## config.mk

```make
export PLATFORM = sky130hd
export DESIGN_NAME = regfile_mp_swc
export DESIGN_NICKNAME = d
export VERILOG_FILES = /design/src/rtl/regfile_mp_swc.sv
export SDC_FILE = /design/constraint.sdc
export NUM_CORES = 2
export LEC_CHECK = 0
export ABC_CLOCK_PERIOD_IN_PS = 1910
export CORE_MARGIN = 2
export CORE_UTILIZATION = 29
export DETAILED_ROUTE_END_ITERATION = 16
export GPL_TIMING_DRIVEN = 0
export HOLD_SLACK_MARGIN = 0.05
export SLEW_MARGIN = 20
export SYNTH_ARGS = -nofsm -noshare
export SYNTH_HDL_FRONTEND = slang
export SYNTH_SLANG_ARGS = --single-unit
```

## constraint.sdc

```tcl
create_clock -name hclk -period 1.91 [get_ports hclk]
set_input_delay 0.191 -clock hclk [delete_from_list [all_inputs] [get_ports hclk]]
set_output_delay 0.191 -clock hclk [all_outputs]
set_load 0.05 [all_outputs]
```

## src/rtl/regfile_mp_swc.sv

```systemverilog
// Multi-read-port register file with write-to-read bypass, busy scoreboard and sequenced clear.
// Optional per-entry even parity with fault injection: define REGFILE_PARITY_EN.

module regfile_mp_swc_rport #(
  parameter int XLEN = 32
) (
  input  logic            hclk,
  input  logic            hrstn,
  input  logic            ren,
  input  logic            kill,
  input  logic            byp,
  input  logic [XLEN-1:0] wdata,
  input  logic [XLEN-1:0] mdata,
  input  logic            busy_nxt,
  input  logic            perr_nxt,
  output logic [XLEN-1:0] rdata,
  output logic            rbusy,
  output logic            perr
);
  always_ff @(posedge hclk or negedge hrstn) begin
    if (!hrstn) begin
      rdata <= '0;
      rbusy <= 1'b0;
      perr  <= 1'b0;
    end else if (!ren || kill) begin
      rdata <= '0;
      rbusy <= 1'b0;
      perr  <= 1'b0;
    end else begin
      rdata <= byp ? wdata : mdata;
      rbusy <= busy_nxt;
      // forwarded data never went through storage, so it cannot carry a parity fault
      perr  <= perr_nxt & ~byp;
    end
  end
endmodule

module regfile_mp_swc #(
  parameter int XLEN     = 32,
  parameter int NREG     = 32,
  parameter int NRD      = 2,
  parameter int ZERO_REG = 1,
  localparam int AW      = $clog2(NREG)
) (
  input  logic                hclk,
  input  logic                hrstn,
  input  logic                reg_wen,
  input  logic [AW-1:0]       reg_waddr,
  input  logic [XLEN-1:0]     reg_wdata,
  input  logic                reg_wpar_inv,
  input  logic [NRD-1:0]      reg_ren,
  input  logic [NRD*AW-1:0]   reg_raddr,
  output logic [NRD*XLEN-1:0] reg_rdata,
  output logic [NRD-1:0]      reg_rbusy,
  output logic [NRD-1:0]      reg_perr,
  input  logic                rsv_en,
  input  logic [AW-1:0]       rsv_addr,
  input  logic                clr_req,
  output logic                clr_busy,
  output logic                clr_done
);
  typedef enum logic [1:0] {S_IDLE, S_CLEAR, S_DONE} state_t;
  localparam logic [AW:0] CNT_LAST = (AW+1)'(NREG-1);
  localparam bit          ZR       = (ZERO_REG != 0);

  state_t                    state;
  logic [AW:0]               cnt;
  logic [NREG-1:0][XLEN-1:0] mem;
  logic [NREG-1:0]           busy;
  logic                      idle, wen_eff, rsv_eff;

  assign idle    = (state == S_IDLE);
  assign wen_eff = reg_wen & idle & ~(ZR & (reg_waddr == '0));
  assign rsv_eff = rsv_en  & idle & ~(ZR & (rsv_addr  == '0));

  always_ff @(posedge hclk or negedge hrstn) begin
    if (!hrstn) begin
      state    <= S_IDLE;
      cnt      <= '0;
      clr_busy <= 1'b0;
      clr_done <= 1'b0;
      mem      <= '0;
      busy     <= '0;
    end else begin
      case (state)
        S_IDLE: begin
          if (wen_eff) begin
            mem[reg_waddr]  <= reg_wdata;
            busy[reg_waddr] <= 1'b0;
          end
          // reserve is applied after the write-clear so it wins on a same-address collision
          if (rsv_eff) busy[rsv_addr] <= 1'b1;
          if (clr_req) begin
            state    <= S_CLEAR;
            cnt      <= '0;
            clr_busy <= 1'b1;
            busy     <= '0;
          end
        end
        S_CLEAR: begin
          mem[cnt[AW-1:0]] <= '0;
          cnt              <= cnt + 1'b1;
          if (cnt == CNT_LAST) begin
            state    <= S_DONE;
            clr_done <= 1'b1;
          end
        end
        S_DONE: begin
          state    <= S_IDLE;
          clr_done <= 1'b0;
          clr_busy <= 1'b0;
        end
        default: state <= S_IDLE;
      endcase
    end
  end

`ifdef REGFILE_PARITY_EN
  logic [NREG-1:0] par;

  always_ff @(posedge hclk or negedge hrstn) begin
    if (!hrstn)               par <= '0;
    else if (wen_eff)         par[reg_waddr] <= (^reg_wdata) ^ reg_wpar_inv;
    else if (state == S_CLEAR) par[cnt[AW-1:0]] <= 1'b0;
  end
`else
  logic unused_wpar;
  assign unused_wpar = reg_wpar_inv;
`endif

  for (genvar k = 0; k < NRD; k++) begin : g_rd
    logic [AW-1:0] a;
    logic          zero_a, hit, pe;

    assign a      = reg_raddr[k*AW +: AW];
    assign zero_a = ZR & (a == '0);
    assign hit    = wen_eff & (reg_waddr == a);
`ifdef REGFILE_PARITY_EN
    assign pe     = ~zero_a & (par[a] ^ (^mem[a]));
`else
    assign pe     = 1'b0;
`endif

    regfile_mp_swc_rport #(.XLEN(XLEN)) u_rport (
      .hclk     (hclk),
      .hrstn    (hrstn),
      .ren      (reg_ren[k]),
      .kill     (~idle),
      .byp      (hit),
      .wdata    (reg_wdata),
      .mdata    (zero_a ? '0 : mem[a]),
      .busy_nxt ((busy[a] & ~hit) | (rsv_eff & (rsv_addr == a))),
      .perr_nxt (pe),
      .rdata    (reg_rdata[k*XLEN +: XLEN]),
      .rbusy    (reg_rbusy[k]),
      .perr     (reg_perr[k])
    );
  end
endmodule

```

# Word level (Yosys, flattened, before mapping)
# Cells that the tools add are included.
classes:
  n_addsub: 1
  magnitude_cmp: 8
  eq_ne: 10
  mux: 40
  bitwise_logic: 22
  n_reduce_logical: 20
ops:
  columns: ["cell", "n"]
  rows:
  - ["$pmux W1024 S2", 1]
  - ["$and A1024 B1024 Y1024", 1]
  - ["$bwmux W1024", 1]
  - ["$mux W1024", 1]
  - ["$not A1024 Y1024", 1]
  - ["$mux W32", 14]
  - ["$bmux W32 S5", 2]
  - ["$demux W32 S5", 2]
  - ["$and A32 B32 Y32", 1]
  - ["$not A32 Y32", 1]
  - ["$or A32 B32 Y32", 1]
  - ["$lt A5 B6 Y1 const B", 5]
  - ["$eq A5 B5 Y1", 4]
  - ["$logic_not A5 Y1", 4]
  - ["$ge A5 B1 Y1 const B", 3]
  - ["$pmux W6 S2", 1]
  - ["$and A1 B1 Y1", 10]
  - ["$bmux W1 S5", 2]
  - ["$demux W1 S5", 2]
  - ["$reduce_and A2 Y1", 5]
  - ["$mux W1", 8]
  - ["$add A6 B1 Y6 const B", 1]
  - ["$eq A6 B5 Y1 const B", 1]
  - ["$mux W6", 1]
  - ["14 further kinds", 28]
word_totals:
  register_bits: 1132
  input_bits: 60
  out_inout_bits: 70
  wordCells: 142

# Depth between registers and ports, before layout
depth:
  ltp_word: 11
  mapped_depth: 9
  ltp_nobuf: 5

# Cells and area by module
# A second synthesis with hierarchy kept.
unflattened:
  cells_unflattened: 4048
  hier_area_um2: 58393.5
by_module_without_submodules:
  columns: ["mod", "n_inst", "cells_each", "area_each_um2", "seq_area_each_um2"]
  rows:
  - ["regfile_mp_swc", 1, 3828, 55558.3, 26675.6]
  - ["regfile_mp_swc_rport", 2, 110, 1417.6, 850.8]

# Least setup slack after synthesis
# No wires, ideal clock.
synth_timing:
  path_type: "input port to flip-flop"
  startpoint: "input reg_raddr[5]"
  endpoint: "register g_rd[1].u_rport.rdata[15]"
  setup_time_ns: 0.124
  arrival_time_ns: 1.776
  required_time_ns: 1.786
  slack_ns: 0.010
  stages: 7
  n_path_buf: 3
  path_cell_list: "buf_6 > buf_6 > buf_2 > mux4_2 > mux2i_1 > a211oi_1 > a211o_1"
synth_between:
  elab_chain_len: 5
  elab_cells_between_ends: 8
  classes_between: "eq/ne: 1; mux: 5; bitwise: 1; reduce/logical: 1"
synth_rtl:
  columns: ["element", "line_no", "text"]
  rows:
  - ["start: declaration", "52", "input logic [NRD*AW-1:0] reg_raddr,"]
  - ["$bmux W32 S5", "151", ".mdata (zero_a ? '0 : mem[a]),"]
  - ["$mux W32 (implied by the code)", "151", null]
  - ["$mux W32", "151", null]
  - ["$mux W32 *", "30", "rdata <= byp ? wdata : mdata;"]
  - ["$mux W32 *", "25", "end else if (!ren || kill) begin"]
  - ["end signal: assignment", "30", null]
  - ["end: declaration", "16", "output logic [XLEN-1:0] rdata,"]
# Mark *: on every way between the ends. The rest lies on a longest branch, timed or not. The select of a mux whose other input is x is not followed.
# A chain may end at the register's enable or synchronous reset.

# Final worst setup path
layout_timing:
  startpoint: "input reg_raddr[2]"
  endpoint: "register g_rd[0].u_rport.rdata[15]"
layout_between:
  elab_chain_len: 5
  elab_cells_between_ends: 8
  classes_between: "eq/ne: 1; mux: 5; bitwise: 1; reduce/logical: 1"
layout_rtl:
  columns: ["element", "line_no"]
  rows:
  - ["$bmux W32 S5", "151"]
  - ["$mux W32 (implied by the code)", "151"]
  - ["$mux W32", "151"]
  - ["$mux W32 *", "30"]
  - ["$mux W32 *", "25"]
  - ["end signal: assignment", "30"]
  - ["end: declaration", "16"]
# Marks and branches as above.

==> impl_results.md <==
- P_leak: approximately 0.032 uW
- Post-Syn Area: about 0.06 mm^2
- Final hold violations: between 200 and 250
- Drt first pass iters: 7
- Finished Cell Area: 0.0729 mm^2
- Worst-margin pin slew: 1.19 ns
- Fin util: 0.365
- Max_slew headroom: 0.209
- Port bufs: 80
- Clock Pin Slew Worst Setup and Hold Paths: ~0.070 ns
- Die ar.: just over 0.2 mm^2
- Post-Synthesis Cells: around 4,300
- Max-slew violation count: 0
- DR vias: 46,743
- Syn avg cell area: approximately 13 um^2
- Clk_lat worst skew: just over 0.8 ns
- Clock sink total: between 1,000 and 1,500
- CP endpoint kind: flop
- Worst slack, placed: -2.33 ns
- Hpwl dp: 191 mm
- Min-Delay Path Class: primary input to async pin
- Reg-to-reg startpoint: state[0]
- Syn. warnings: 0
- Remaining Overflow, GRT: 0
- Initial Util: 0.292
- Layout Cells excl Fill: between 7,000 and 8,000
- Clock Skew: 0.0686 ns
- Pwr Density: 733 mW/mm^2
- CTS tree: done
- IO Count: 130
- Startpoint Class: primary input
- Clock buffer depth: 3
- Drt drc: 0
- Core area: approximately 0.20 mm^2
- CTS Buf Count: 120
- Seq/Total Area, Yosys: 0.485
- Async set or reset register ratio after synthesis: 1.00
- Required time of the critical path: 2.46 ns
- Initial antenna violation count: 25
- Failing checks: negative hold slack, negative setup slack
- Post-route ant nets: 0
- Die span in x: 452 um
- Routability cong.: 1.01
- Main flop type after synthesis: dfrtp_1
- CTS H-tree depth: 3
- Final period utilization: 1.26
- Final wirelength: 262 mm
- Final setup fails: 1,164
- Fmax: between 0.4 and 0.5 GHz
- Global-route wire length before repair: ~360 mm
- Post-synthesis sequential element count: 1,130
- Number of enable flip-flop cells after synthesis: 0
- Die Y: 452 um
- Crit path kind: primary input to flop
- Number of max-cap violations: 0
- Tmin final: 2.41 ns
- Cell variety after synth: 64
- Status: complete, but fails checks
- Clock root cell: clkbuf_16
- Final worst slack: -0.505 ns
- Layout Nets: 4,821
- VDD IR max: 0.000730 V
- GRT Resource Usage Total: 0.247
- First DRT Iteration DRCs: approximately 6,100
- Layout area overhead: 25.1%
- RSZ-0062 raised after global routing: true
- Via density: 6.21
- Reg2Reg Capture Point: g_rd[0].u_rport.rdata[5]
- FP Rows: ~160
- R2R setup slack: -0.49 ns
- Reg2reg path depth: 7
- Placed cells: about 7,000
- Dpl cell area: 0.0627 mm^2
- WL per Instance: around 35 um
- Vias in the first global route: around 46,000
- Final hold slack: -0.502 ns
- Largest net degree at the start of global routing: 140
- Layout cells sized above 1: 0.314
- CP Max Fanout: 10
- Arrival time worst endpoint: around 3 ns
per-stage QoR:
step                hold slack [ns]  setup TNS, ns  power [uW]
floorplan                    -0.105              0       26100
global placement              0.471              -       27700
detailed placement            0.113       -1807.42       28000
CTS                          -0.516        -275.09       53400
global route                 -0.464        -272.15       54600
finish                       -0.502        -275.29       53500
cells by family after synthesis:
group	share of synthesized area
AND/OR/NAND/NOR	0.0481
multiplexers	0.226
flip-flops	0.485
AO/OA/AOI/OAI	0.192
other	0.0000643
buffers and inverters	0.0449
adder cells (fa/ha/maj)	0.000858
XOR/XNOR	0.00300
timing repair:
item / 4_1_cts / 5_1_grt
hold buffers: 29 / 7
endpoints found under the hold margin: 436 / 166
setup buffers: 76 / 58
endpoints found under the setup margin: 1420 / 1564
resized for setup: 718 / 476
pin swaps: 76 / 58
cloned: 31 / 34
metal layers:
layer | GRT usage | part of all wire
met1 | 0.314 | 0.37
met2 | 0.376 | 0.45
met3 | 0.0636 | 0.11
met4 | 0.155 | 0.073
met5 | 0 | 0.00010
cell usage in the layout (no fill, tap or decap), drive strengths merged, types with 6 or more instances in the layout:
master         synthesis  layout
a2bb2oi                6       6
nor3                   6       6
diode                  0       9
a211o                 32      32
inv                   14      17
clkdlybuf4s50          0      78
and2                  70      70
dlygate4sd3            0      31
nor2b                 51      51
mux4                 519     519
xnor2                  7       7
a22oi                  9       9
clkinv                 0      36
buf                  231     461
or2                    6       6
clkinvlp               0       7
nor2                  28      28
o21ai                 37      37
a211oi               122     122
nor4                   8       8
bufinv                 0      16
a21oi                 52      52
mux2i                113     113
and3                  26      26
xor2                  13      13
o22ai                  8       8
nand4                 10      10
o211ai                62      62
a22o                 993     993
nand2                276     276
mux2                  34      34
dfrtp               1130    1130
nor3b                  9       9
nand3                 65      65
clkbuf               351     469
how the worst max path moves through the flow:
stage | startpoint | end | slack (ns) | depth (start not counted)
after detailed placement | reg_raddr[1] | g_rd[0].u_rport.rdata[21] | -2.33 | 9
after global placement | hrstn | mem[169] | -51.78 | 1
after floorplan | reg_raddr[5] | g_rd[1].u_rport.rdata[15] | 0.01 | 7
final | reg_raddr[2] | g_rd[0].u_rport.rdata[15] | -0.50 | 6
after global routing | state[0] | g_rd[0].u_rport.rdata[2] | -0.50 | 7
after CTS | state[0] | g_rd[1].u_rport.rdata[0] | -0.42 | 9
flip-flops by register name, summed over array words and instances, names as in the netlist:
signal / cells
mem: 1022
g_rd.u_rport.rdata: 64
busy: 32
cnt: 6
g_rd.u_rport.rbusy: 2
state: 2
clr_busy: 1
clr_done: 1
cells in the mapped netlist, types with 16 or more instances:
cell / count / share of area
dfrtp_1: 1130 / 0.48
a22o_1: 993 / 0.15
mux4_2: 519 / 0.20
clkbuf_1: 351 / 0.023
nand2_1: 276 / 0.018
buf_2: 135 / 0.012
a211oi_1: 122 / 0.016
mux2i_1: 113 / 0.019
and2_1: 70 / 0.0075
nand3_1: 65 / 0.0056
o211ai_1: 62 / 0.0080
buf_1: 57 / 0.0037
a21oi_1: 52 / 0.0045
nor2b_1: 51 / 0.0055
mux2_2: 34 / 0.0066
a211o_1: 32 / 0.0048
and3_1: 26 / 0.0028
o21ai_0: 23 / 0.0020
buf_4: 22 / 0.0028
nor2_1: 20 / 0.0013
buf_6: 16 / 0.0031
critical path, stage by stage:
cell,delay (ns)
buf_2,0.28
clkbuf_1,0.86
mux4_2,0.43
mux2_2,0.28
o211ai_1,0.54
nand3_2,0.35
report_power, final:
part / total, uW / internal [uW] / switching, uW
Sequential: 23900 / 23900 / 0
Clock: 25500 / 14600 / 10900
Combinational: 4000 / 1010 / 2990
Total: 53500 / 39600 / 13900
cell type report:
type	instances	area [um^2]
fill	19179	127000
multi-input combinational	2609	28800
sequential	1130	28300
buffer	565	4240
timing repair buffer	317	4020
clock buffer	161	3390
tap	2656	3320
clock inverter	62	827
inverter	14	52.6
antenna	9	22.5
(Power assumes the default switching activity.)
